==> config.mk <==
export PLATFORM = sky130hd
export DESIGN_NAME = spi_motor_rx
export DESIGN_NICKNAME = d
export VERILOG_FILES = /design/src/rtl/spi_motor_rx.sv
export SDC_FILE = /design/constraint.sdc
export NUM_CORES = 1
export LEC_CHECK = 0
export BUFFER_PORTS_ARGS = -buffer_cell sky130_fd_sc_hd__buf_2
export CAP_MARGIN = 20
export CELL_PAD_IN_SITES_DETAIL_PLACEMENT = 1
export CELL_PAD_IN_SITES_GLOBAL_PLACEMENT = 1
export CORE_AREA = 3 3 103 105
export CTS_CLUSTER_SIZE = 12
export DETAILED_ROUTE_END_ITERATION = 10
export DIE_AREA = 0 0 106 108
export GPL_TIMING_DRIVEN = 0
export PLACE_DENSITY_LB_ADDON = 0.1
export SYNTH_ARGS = -nofsm -noshare
export SYNTH_HDL_FRONTEND = slang
export SYNTH_SLANG_ARGS = --single-unit
==> constraint.sdc <==
create_clock -name clk -period 2.36 [get_ports clk]
set_clock_uncertainty 0.1 [all_clocks]
set_input_delay 0.472 -clock clk [delete_from_list [all_inputs] [get_ports clk]]
set_output_delay 0.472 -clock clk [all_outputs]
set_load 0.02 [all_outputs]
==> src/rtl/spi_motor_rx.sv <==
// SPI motor-command receiver: oversampled SPI slave with atomic frame commit,
// status byte readback on sdo and a command watchdog.
module spi_motor_rx #(
    parameter int NUM_CH         = 2,
    parameter int CH_W           = 8,
    parameter int TIMEOUT_CYCLES = 5000000
) (
    input  logic                     clk,
    input  logic                     reset_n,
    input  logic                     sck,
    input  logic                     load,
    input  logic                     sdi,
    output logic                     sdo,
    output logic [NUM_CH*CH_W-1:0]   motor,
    output logic                     frame_valid,
    output logic                     frame_err,
    output logic                     timeout
);

    localparam int FRAME_W = NUM_CH * CH_W;
    localparam int CNT_W   = $clog2(FRAME_W + 2);
    localparam int WD_W    = (TIMEOUT_CYCLES > 1) ? $clog2(TIMEOUT_CYCLES + 1) : 1;

    localparam logic [CNT_W-1:0] CNT_FULL = CNT_W'(FRAME_W);
    localparam logic [CNT_W-1:0] CNT_SAT  = CNT_W'(FRAME_W + 1);
    localparam logic [WD_W-1:0]  WD_MAX   = WD_W'(TIMEOUT_CYCLES);

    logic               r_sck_s1, r_sck_s2, r_sck_h;
    logic               r_load_s1, r_load_s2, r_load_h;
    logic               r_sdi_s1, r_sdi_s2;
    logic [1:0]         r_warm;
    logic [FRAME_W-1:0] r_shift;
    logic [CNT_W-1:0]   r_bits;
    logic [7:0]         r_tx;
    logic               r_active;
    logic               r_end_ok, r_end_err;
    logic [5:0]         r_cnt;
    logic               r_last_err;
    logic [WD_W-1:0]    r_wd;
    logic [FRAME_W-1:0] r_motor;
    logic               r_fv, r_fe, r_timeout;

    logic               w_live;
    logic               w_sck_rise, w_sck_fall;
    logic               w_load_fall, w_load_rise;
    logic [WD_W-1:0]    w_wd_inc;
    logic               w_expire;

    // Edges are ignored until the history flops hold real pin samples, so
    // a load already low at reset release is not mistaken for a frame start.
    assign w_live      = (r_warm == 2'd3);
    assign w_sck_rise  = w_live & r_sck_s2 & ~r_sck_h & ~r_load_s2;
    assign w_sck_fall  = w_live & ~r_sck_s2 & r_sck_h & ~r_load_s2;
    assign w_load_fall = w_live & ~r_load_s2 & r_load_h;
    assign w_load_rise = w_live & r_load_s2 & ~r_load_h;

    assign w_wd_inc = (r_wd == WD_MAX) ? r_wd : r_wd + 1'b1;
    assign w_expire = (TIMEOUT_CYCLES != 0) && (w_wd_inc == WD_MAX);

    assign sdo         = ~r_load_s2 & r_tx[7];
    assign motor       = r_motor;
    assign frame_valid = r_fv;
    assign frame_err   = r_fe;
    assign timeout     = r_timeout;

    always_ff @(posedge clk or negedge reset_n) begin
        if (!reset_n) begin
            r_sck_s1  <= 1'b0;
            r_sck_s2  <= 1'b0;
            r_sck_h   <= 1'b0;
            r_load_s1 <= 1'b1;
            r_load_s2 <= 1'b1;
            r_load_h  <= 1'b1;
            r_sdi_s1  <= 1'b0;
            r_sdi_s2  <= 1'b0;
            r_warm    <= 2'd0;
        end else begin
            r_sck_s1  <= sck;
            r_sck_s2  <= r_sck_s1;
            r_sck_h   <= r_sck_s2;
            r_load_s1 <= load;
            r_load_s2 <= r_load_s1;
            r_load_h  <= r_load_s2;
            r_sdi_s1  <= sdi;
            r_sdi_s2  <= r_sdi_s1;
            if (r_warm != 2'd3) r_warm <= r_warm + 2'd1;
        end
    end

    always_ff @(posedge clk or negedge reset_n) begin
        if (!reset_n) begin
            r_shift   <= '0;
            r_bits    <= '0;
            r_tx      <= '0;
            r_active  <= 1'b0;
            r_end_ok  <= 1'b0;
            r_end_err <= 1'b0;
        end else begin
            r_end_ok  <= 1'b0;
            r_end_err <= 1'b0;
            if (w_load_fall) begin
                r_bits   <= '0;
                r_tx     <= {r_timeout, r_last_err, r_cnt};
                r_active <= 1'b1;
            end else begin
                if (w_sck_rise) begin
                    r_shift <= {r_shift[FRAME_W-2:0], r_sdi_s2};
                    if (r_bits != CNT_SAT) r_bits <= r_bits + 1'b1;
                end
                if (w_sck_fall) r_tx <= {r_tx[6:0], 1'b0};
                if (w_load_rise) begin
                    r_active  <= 1'b0;
                    r_end_ok  <= r_active & (r_bits == CNT_FULL);
                    r_end_err <= r_active ? (r_bits != CNT_FULL)
                                          : (r_bits != '0);
                end
            end
        end
    end

    // A commit in the expiry cycle wins: motor loads and the watchdog rearms.
    always_ff @(posedge clk or negedge reset_n) begin
        if (!reset_n) begin
            r_motor    <= '0;
            r_fv       <= 1'b0;
            r_fe       <= 1'b0;
            r_cnt      <= '0;
            r_last_err <= 1'b0;
            r_wd       <= '0;
            r_timeout  <= 1'b0;
        end else begin
            r_fv <= r_end_ok;
            r_fe <= r_end_err;
            if (r_end_ok) begin
                r_motor    <= r_shift;
                r_cnt      <= r_cnt + 6'd1;
                r_last_err <= 1'b0;
                r_wd       <= '0;
                r_timeout  <= 1'b0;
            end else begin
                if (r_end_err) r_last_err <= 1'b1;
                r_wd <= w_wd_inc;
                if (w_expire) begin
                    r_timeout <= 1'b1;
                    r_motor   <= '0;
                end
            end
        end
    end

endmodule

**Word level (Yosys, flattened, before mapping)**

Index checks and enable logic that the tools add are counted.

- Muxes and demuxes: 20
- Bitwise gates (word level): 17
- Eq/ne operators: 7
- Reduce and logical (&&, ||, !) cells: 9
- Add/sub/neg operators: 4

Operators with widths:

| kind | number |
|---|---|
| == test 23 bit (second input constant) | 2 |
| 2-to-1 mux 23 bit | 2 |
| 2-to-1 mux 16 bit | 2 |
| adder 23 x 1 -> 23 bit (second input constant) | 1 |
| 2-to-1 mux 8 bit | 2 |
| 2-to-1 mux 5 bit | 3 |
| AND 1 bit | 12 |
| nonzero test 2 bit | 6 |
| 2-to-1 mux 1 bit | 11 |
| != test 5 bit (second input constant) | 2 |
| adder 6 x 1 -> 6 bit (second input constant) | 1 |
| adder 5 x 1 -> 5 bit (second input constant) | 1 |
| == test 5 bit (second input constant) | 1 |
| NOT 1 bit | 5 |
| nonzero test 5 bit | 1 |
| AND reduction 2 bit | 2 |
| adder 2 x 1 -> 2 bit (second input constant) | 1 |
| == test 2 bit (second input constant) | 1 |
| != test 2 bit (second input constant) | 1 |

- Register bits: 91
- Logic and storage cells: 79
- Output and inout bits: 20

**Depth between registers and ports, before layout**

Gate-level depths: netlist of run 1.

- Depth after elaboration: 6
- Depth in mapped cells: 9
- Gate-level depth less buffers: 8

**Worst setup path after synthesis of run 1**

OpenSTA, ideal clock, no wires.

- Path type: reg-to-reg
- Start: register r_wd[0]
- End: register r_motor[10], in the netlist motor[10]
- Stages on the path, launching flop included: 10
- Path slack: -81 ps
- Clock period less this slack: 2441 ps
- Data required time: 2137 ps
- Arrival time: 2218 ps
- Library setup time: 123 ps
- Path through: dfrtp_1 inv_1 ha_1 nor4b_4 nand4_2 o311ai_2 o221ai_2 a2111oi_4 buf_6 a21oi_2

- Word-level cells in the longest chain between the ends: 4

Ends and longest elaborated chain:

| element | line | text |
|---|---|---|
| from (decl) | 39 | `logic [WD_W-1:0] r_wd;` |
| from (signal assigned) | 142 | `r_wd <= w_wd_inc;` |
| adder 23 x 1 -> 23 bit / == test 23 bit (equally long branches) | 57 | `assign w_wd_inc = (r_wd == WD_MAX) ? r_wd : r_wd + 1'b1;` |
| 2-to-1 mux 23 bit * | 57 |  |
| == test 23 bit * | 58 | `assign w_expire = (TIMEOUT_CYCLES != 0) && (w_wd_inc == WD_MAX);` |
| nonzero test 2 bit (no source line) * | -- |  |
| to (signal assigned) | 135 | `r_motor <= r_shift;` |
| to (decl) | 40 | `logic [FRAME_W-1:0] r_motor;` |

Every way passes the cells marked *; elsewhere a longest branch is shown, timed or not.
A chain may end at the register's enable or synchronous reset.

**Worst setup path in the final report of run 1**

- Start: register r_wd[1]
- End: register r_motor[4], in the netlist motor[4]

Same word-level chain as after synthesis.

==> impl_metrics.json, run 1 <==
{
  "run_status": "finished, violations left",
  "violations": "setup timing",
  "cts_tree": "built",
  "crit_type": "reg -> reg",
  "first_pass_iters": 4,
  "routabilityCongestion": 0.764,
  "insertion_delay_ns": 0.36,
  "crit_chain": "inv_2, ha_4, nor4b_4, nand4_2, nor4b_2, o211ai_2, a2111oi_4, buf_6, buf_6, a21oi_1",
  "synth_commonest_cells": "dfrtp_1 (88), nor2_1 (35), mux2i_1 (27)",
  "synth_edf_count": 0,
  "synth_top_area_share_pct": 50.5,
  "ant_nets": 0,
  "antenna_found_initial": 0,
  "synthTopCellsByArea": "dfrtp_1 (50%), mux2i_1 (6.2%), mux2_2 (4.6%), xor2_1 (3.2%), nor2_1 (3.0%)",
  "synth-simple-area-share_pct": 15.4,
  "seqCellArea_um2": 2290,
  "drtIter0Drc": 51,
  "syn_nets": 380,
  "p_leak_nw": 2.44,
  "drcViolationCount": 0,
  "finalSetupTns_ns": -0.387,
  "cellPowerDensity_nw_per_um2": 553,
  "avgSynthCellArea_um2": 11.9,
  "grt_pass1_vias": 3163,
  "dpl_cell_area_um2": 4690,
  "slew_headroom_pct": 58.6,
  "min_period_over_period_pct": 101,
  "initial_utilization_pct": 44.8,
  "drive_above_1_share_pct": 32.8,
  "synthAdderAreaFrac_pct": 2.01,
  "core_area_um2": 9730,
  "synth-xor-area-share_pct": 6.02,
  "r2r_slack_ns": -0.03,
  "nNetsFinal": 434,
  "ir_drop_mv": 0.385,
  "synth_cell_type_count": 58,
  "hold_class": "in -> reg",
  "multi_input_area_um2": 2050,
  "top_level_ports": 25,
  "critPathLaunchType": "flip-flop",
  "fill_cells": 1035,
  "finalSetupViolCount": 17,
  "ys.flop_type": "dfrtp_1",
  "port_buffers": 24,
  "avgRoutedWirePerCell_um": 17.0,
  "grt_usage_pct": 17.7,
  "clockRootBuffer": "clkbuf_8",
  "yosys_warnings": 0,
  "area_growth_pct": 20.5,
  "synth_compound_area_share_pct": 9.44,
  "clk_pin_slew_worst_paths_ns": 0.09,
  "synth_cells": 368,
  "grt_remaining_overflow": 0,
  "via_count": 2933,
  "cts_buffer_depth": 2,
  "diodes": 0,
  "grt_max_degree": 61,
  "slew_violations": 0,
  "hold_violations": 0,
  "chipHeight_um": 108,
  "htreeDepth": 3,
  "fin_ws_ns": -0.0316,
  "end_kind": "flip-flop",
  "max_clock_freq_mhz": 418,
  "rsz0062_at_grt": "yes",
  "crit_arrival_ns": 2.54,
  "place_hpwl_mm": 6.14,
  "required_ns": 2.51,
  "ys_async_sr_fraction_pct": 100,
  "cts.sinks": 91,
  "die_w_um": 106,
  "synth.mux.area_fraction_pct": 10.8,
  "cp_slowest_cell": "dfrtp_2",
  "path_max_fanout": 5,
  "period_needed_ns": 2.39,
  "synth_area_leader_cell": "dfrtp_1",
  "fin_area_um2": 5260,
  "final_cell_count_no_fill": 560,
  "cts_made_buffers": 9,
  "crit_top_cell": "buf_6",
  "max_stage_delay_ns": 0.46,
  "yosysMostFrequentCell": "dfrtp_1",
  "core.rowCount": 36,
  "synth_top_family_by_area": "simple AND/OR/NAND/NOR gates",
  "synth-seq-area-share_pct": 52.3,
  "cap_violations": 0,
  "via_per_inst": 5.24,
  "worstMarginPinSlew_ns": 0.619,
  "dp.cells": 526,
  "syn_area_um2": 4360,
  "dieArea_um2": 11400,
  "synth_seq_cells": 91,
  "drt-total-wl_mm": 9.54,
  "grt_pass1_wl_mm": 16.1,
  "preCtsSetupSlack_ns": -0.503
}
==> registers in the layout, indices dropped and copies added (netlist names), 2 cells and up <==
signal	flops
r_bits	5
r_shift	16
motor	16
r_wd	23
r_tx	8
r_cnt	6
r_warm	2
==> worst paths after layout <==
check | end | cells after the start | startpoint
setup / recovery | motor[4]$_DFFE_PN0P_ | 10 | r_wd[1]$_DFF_PN0_
hold / removal | r_load_s1$_DFF_PN1_ | 1 | load
setup reg to reg | motor[4]$_DFFE_PN0P_ | 10 | r_wd[1]$_DFF_PN0_
hold reg to reg | r_sdi_s2$_DFF_PN0_ | 0 | r_sdi_s1$_DFF_PN0_
max in group asynchronous | r_load_s1$_DFF_PN1_ | 3 | reset_n
min in group asynchronous | r_wd[5]$_DFF_PN0_ | 2 | reset_n
==> metrics by stage <==
stage | utilization [%] | hold WS (ns) | total power [mW]
finish | 54.0 | 0.103 | 2.91
global route | 54.0 | 0.0758 | 3.04
CTS | 52.2 | 0.0857 | 2.94
detailed placement | 48.2 | 0.240 | 1.81
global placement | 47.9 | 0.236 | 1.80
floorplan | - | 0.0764 | 1.74
==> final cells by class <==
| type | instances | area share, % |
|---|---|---|
| flip-flops and latches | 91 | 43.5 |
| multi-input cells | 249 | 39.1 |
| repair buffers | 43 | 6.55 |
| well taps | 133 | 3.17 |
| clock buffers | 12 | 2.95 |
| plain buffers | 17 | 2.86 |
| clock inverters | 4 | 1.05 |
| inverters | 11 | 0.833 |
==> cells by family after synthesis <==
group                      count (synthesis)
and+or+nand+nor                          116
DFF                                       91
AOI/OAI and AO/OA                         51
muxes                                     45
xor gates and xnor gates                  30
buffers and inverters                     28
adders and majority gates                  7
==> layout by cell type (no fill, tap or decap), types with 4 or more instances in the layout <==
cell type / netlist / routed
xnor2_1: 14 / 13
o21ai_0: 10 / 10
ha_1: 7 / 5
clkbuf_8: 0 / 11
dfrtp_2: 0 / 5
clkbuf_1: 6 / 6
inv_1: 11 / 9
nand3_1: 10 / 7
a21oi_1: 9 / 8
nor3_1: 5 / 4
a21oi_2: 10 / 10
buf_6: 6 / 8
xor2_1: 16 / 16
nand4_1: 8 / 8
nand3b_1: 4 / 4
buf_2: 2 / 24
nor2_1: 35 / 33
buf_4: 1 / 14
mux2i_1: 27 / 27
dfrtp_1: 88 / 83
mux2_2: 18 / 18
nand2_1: 20 / 20
==> layer usage <==
metal,part of all wire (%),GRT usage (%),vias up
met5,0,0,-
met4,1.5,6.38,0
met3,2.3,2.81,14
met2,47,27.5,38
met1,49,25.4,1484
li1,-,-,1397
==> critical path: cells and delay by family, from the launching register on <==
| family | cells | cell delay, ns |
|---|---|---|
| adder cells (fa/ha/maj) | 1 | 0.12 |
| AND/OR/NAND/NOR | 3 | 0.66 |
| buffers and inverters | 3 | 0.41 |
| AO/OA/AOI/OAI | 3 | 0.52 |
| flip-flops | 1 | 0.46 |
==> repair_timing <==
| item | CTS | global route |
|---|---|---|
| cloned | 1 | 0 |
| hold buffers | 1 | 0 |
| pin swaps | 14 | 8 |
| buffers inserted | 8 | 8 |
| hold endpoints to repair | 31 | 0 |
| setup endpoints to repair | 27 | 27 |
| gates resized for setup | 20 | 23 |
==> where the power goes <==
| group | switching, mW | leakage (nW) | internal (mW) |
|---|---|---|---|
| clock network | 0.570 | 0.104 | 0.557 |
| logic | 0.0739 | 1.14 | 0.0578 |
| registers | 0.0408 | 1.20 | 1.61 |
No activity file was read; power rests on OpenSTA's default activity.
==> run 2: changes to the inputs <==
--- a/config.mk
+++ b/config.mk
@@ -14,7 +14,7 @@
 export DETAILED_ROUTE_END_ITERATION = 10
 export DIE_AREA = 0 0 106 108
 export GPL_TIMING_DRIVEN = 0
-export PLACE_DENSITY_LB_ADDON = 0.1
+export PLACE_DENSITY = 0.75
 export SYNTH_ARGS = -nofsm -noshare
 export SYNTH_HDL_FRONTEND = slang
 export SYNTH_SLANG_ARGS = --single-unit
==> run 2 against run 1 <==
Net effect:
- the flow still finishes with violations (setup timing)
- core utilization fell by 1.6 points
- critical endpoint is now motor[2]$_DFFE_PN0P_
- largest cell class unchanged
- power fell by 5.6%
- die area did not move
- critical path depth did not move
==> impl_metrics.json, run 2 (synthesized netlist as in run 1, its figures left out) <==
{
  "run_status": "finished, violations left",
  "violations": "setup timing",
  "critPathLaunchType": "flip-flop",
  "chipHeight_um": 108,
  "drtIter0Drc": 120,
  "ant_nets": 0,
  "max_clock_freq_mhz": 404,
  "drt-total-wl_mm": 9.35,
  "core.rowCount": 36,
  "crit_path_start": "r_wd[12]$_DFF_PN0_",
  "final_cell_mix": "dfrtp_1 (85), nor2_1 (33), mux2i_1 (27)",
  "rsz0062_at_grt": "yes",
  "cts.sinks": 91,
  "port_buffers": 24,
  "grt_max_degree": 65,
  "drive_above_1_share_pct": 30.4,
  "r2r_start": "r_wd[12]$_DFF_PN0_",
  "insertion_delay_ns": 0.36,
  "cts_buffer_depth": 2,
  "clk_pin_slew_worst_paths_ns": 0.09,
  "grt_remaining_overflow": 0,
  "crit_top_cell": "buf_6",
  "via_per_inst": 5.25,
  "hold_class": "in -> reg",
  "crit_arrival_ns": 2.62,
  "period_needed_ns": 2.47,
  "avgRoutedWirePerCell_um": 16.8,
  "grt_pass1_vias": 3228,
  "cap_violations": 0,
  "finalSetupTns_ns": -1.46,
  "die_w_um": 106,
  "drcViolationCount": 0,
  "area_growth_pct": 17.0,
  "diodes": 0,
  "first_pass_iters": 4,
  "hold_start": "load",
  "top_level_ports": 25,
  "worstMarginPinSlew_ns": 0.604,
  "min_period_over_period_pct": 105,
  "slew_violations": 0,
  "fin_ws_ns": -0.115,
  "cp_slowest_cell": "dfrtp_1",
  "initial_utilization_pct": 44.8,
  "clockRootBuffer": "clkbuf_8",
  "hold_violations": 0,
  "fill_cells": 1065,
  "p_total_mw": 2.75,
  "required_ns": 2.50,
  "max_stage_delay_ns": 0.37,
  "antenna_found_initial": 0,
  "finalSetupViolCount": 17,
  "p_leak_nw": 2.39,
  "largest_register_ff_count": 23,
  "dieArea_um2": 11400,
  "grt_usage_pct": 17.8,
  "routabilityCongestion": 0.766,
  "htreeDepth": 3,
  "final_common_cell": "dfrtp_1",
  "cts_tree": "built",
  "crit_chain": "buf_2, nor3b_1, nand2_1, buf_4, nor4b_4, o211ai_2, a2111oi_4, buf_6, buf_6, a21oi_1",
  "nNetsFinal": 432,
  "cts_made_buffers": 9,
  "end_kind": "flip-flop",
  "path_max_fanout": 7,
  "cellPowerDensity_nw_per_um2": 538,
  "grt_pass1_wl_mm": 16.1,
  "ir_drop_mv": 0.355,
  "place_hpwl_mm": 6.26,
  "regMostFlops": "r_wd",
  "core_area_um2": 9730,
  "slew_headroom_pct": 59.7,
  "crit_type": "reg -> reg",
  "fin_util_pct": 52.4,
  "via_count": 2931
}
==> run 2: metrics by stage <==
| stage | setup slack (ns) | cell area, µm² | hold slack [ns] | instances |
|---|---|---|---|---|
| after floorplan | 0.0114 | 4380 | 0.0764 | 368 |
| after global placement | -0.421 | 4660 | 0.232 | 525 |
| after detailed placement | -0.407 | 4690 | 0.237 | 526 |
| after CTS | -0.0161 | 5080 | 0.0939 | 556 |
| after global routing | -0.264 | 5100 | 0.0906 | 558 |
| final | -0.115 | 5100 | 0.108 | 558 |
==> run 2: where the power goes <==
part | internal (mW) | switching (mW)
logic | 0.0576 | 0.0739
clock network | 0.412 | 0.553
registers | 1.61 | 0.0397
==> run 2: worst max-delay path, delay by kind of cell (launching register included) <==
family	cells	cell delay, ns
AO/OA/AOI/OAI	3	0.44
buffers and inverters	4	0.68
flip-flops	1	0.37
AND/OR/NAND/NOR	3	0.77
==> run 2: final cells by class <==
type / instances / area (µm²) / share of cell area (%)
clock inverter: 4 / 23.8 / 0.466
tap: 133 / 166 / 3.26
multi-input combinational: 249 / 1990 / 39.0
buffer: 17 / 141 / 2.77
inverter: 11 / 41.3 / 0.809
timing repair buffer: 41 / 308 / 6.03
clock buffer: 12 / 145 / 2.84
sequential: 91 / 2280 / 44.8
==> run 2: worst paths after layout <==
path,end,slack [ns],depth (start not counted)
max in group asynchronous,r_load_s1$_DFF_PN1_,1.00,3
worst min-delay path,r_load_s1$_DFF_PN1_,0.11,1
worst max-delay path,motor[2]$_DFFE_PN0P_,-0.11,10
min in group asynchronous,r_wd[10]$_DFF_PN0_,0.47,2
worst max register to register,motor[2]$_DFFE_PN0P_,-0.11,10
worst min register to register,r_sdi_s2$_DFF_PN0_,0.25,0
==> run 2: per-layer routing <==
layer	GRT usage [%]	up-vias	wire length (µm)
met5	0	-	0
met1	23.7	1495	4390
met3	2.45	15	202
met4	7.96	0	213
met2	29.3	34	4550
li1	-	1387	-
==> run 2: repair_timing <==
item / CTS / global route
buffers inserted: 12 / 2
hold buffers: 1 / 0
hold endpoints to repair: 27 / 0
endpoints found under the setup margin: 27 / 28
gates cloned: 1 / 0
resized for setup: 25 / 1
pin swaps: 16 / 3
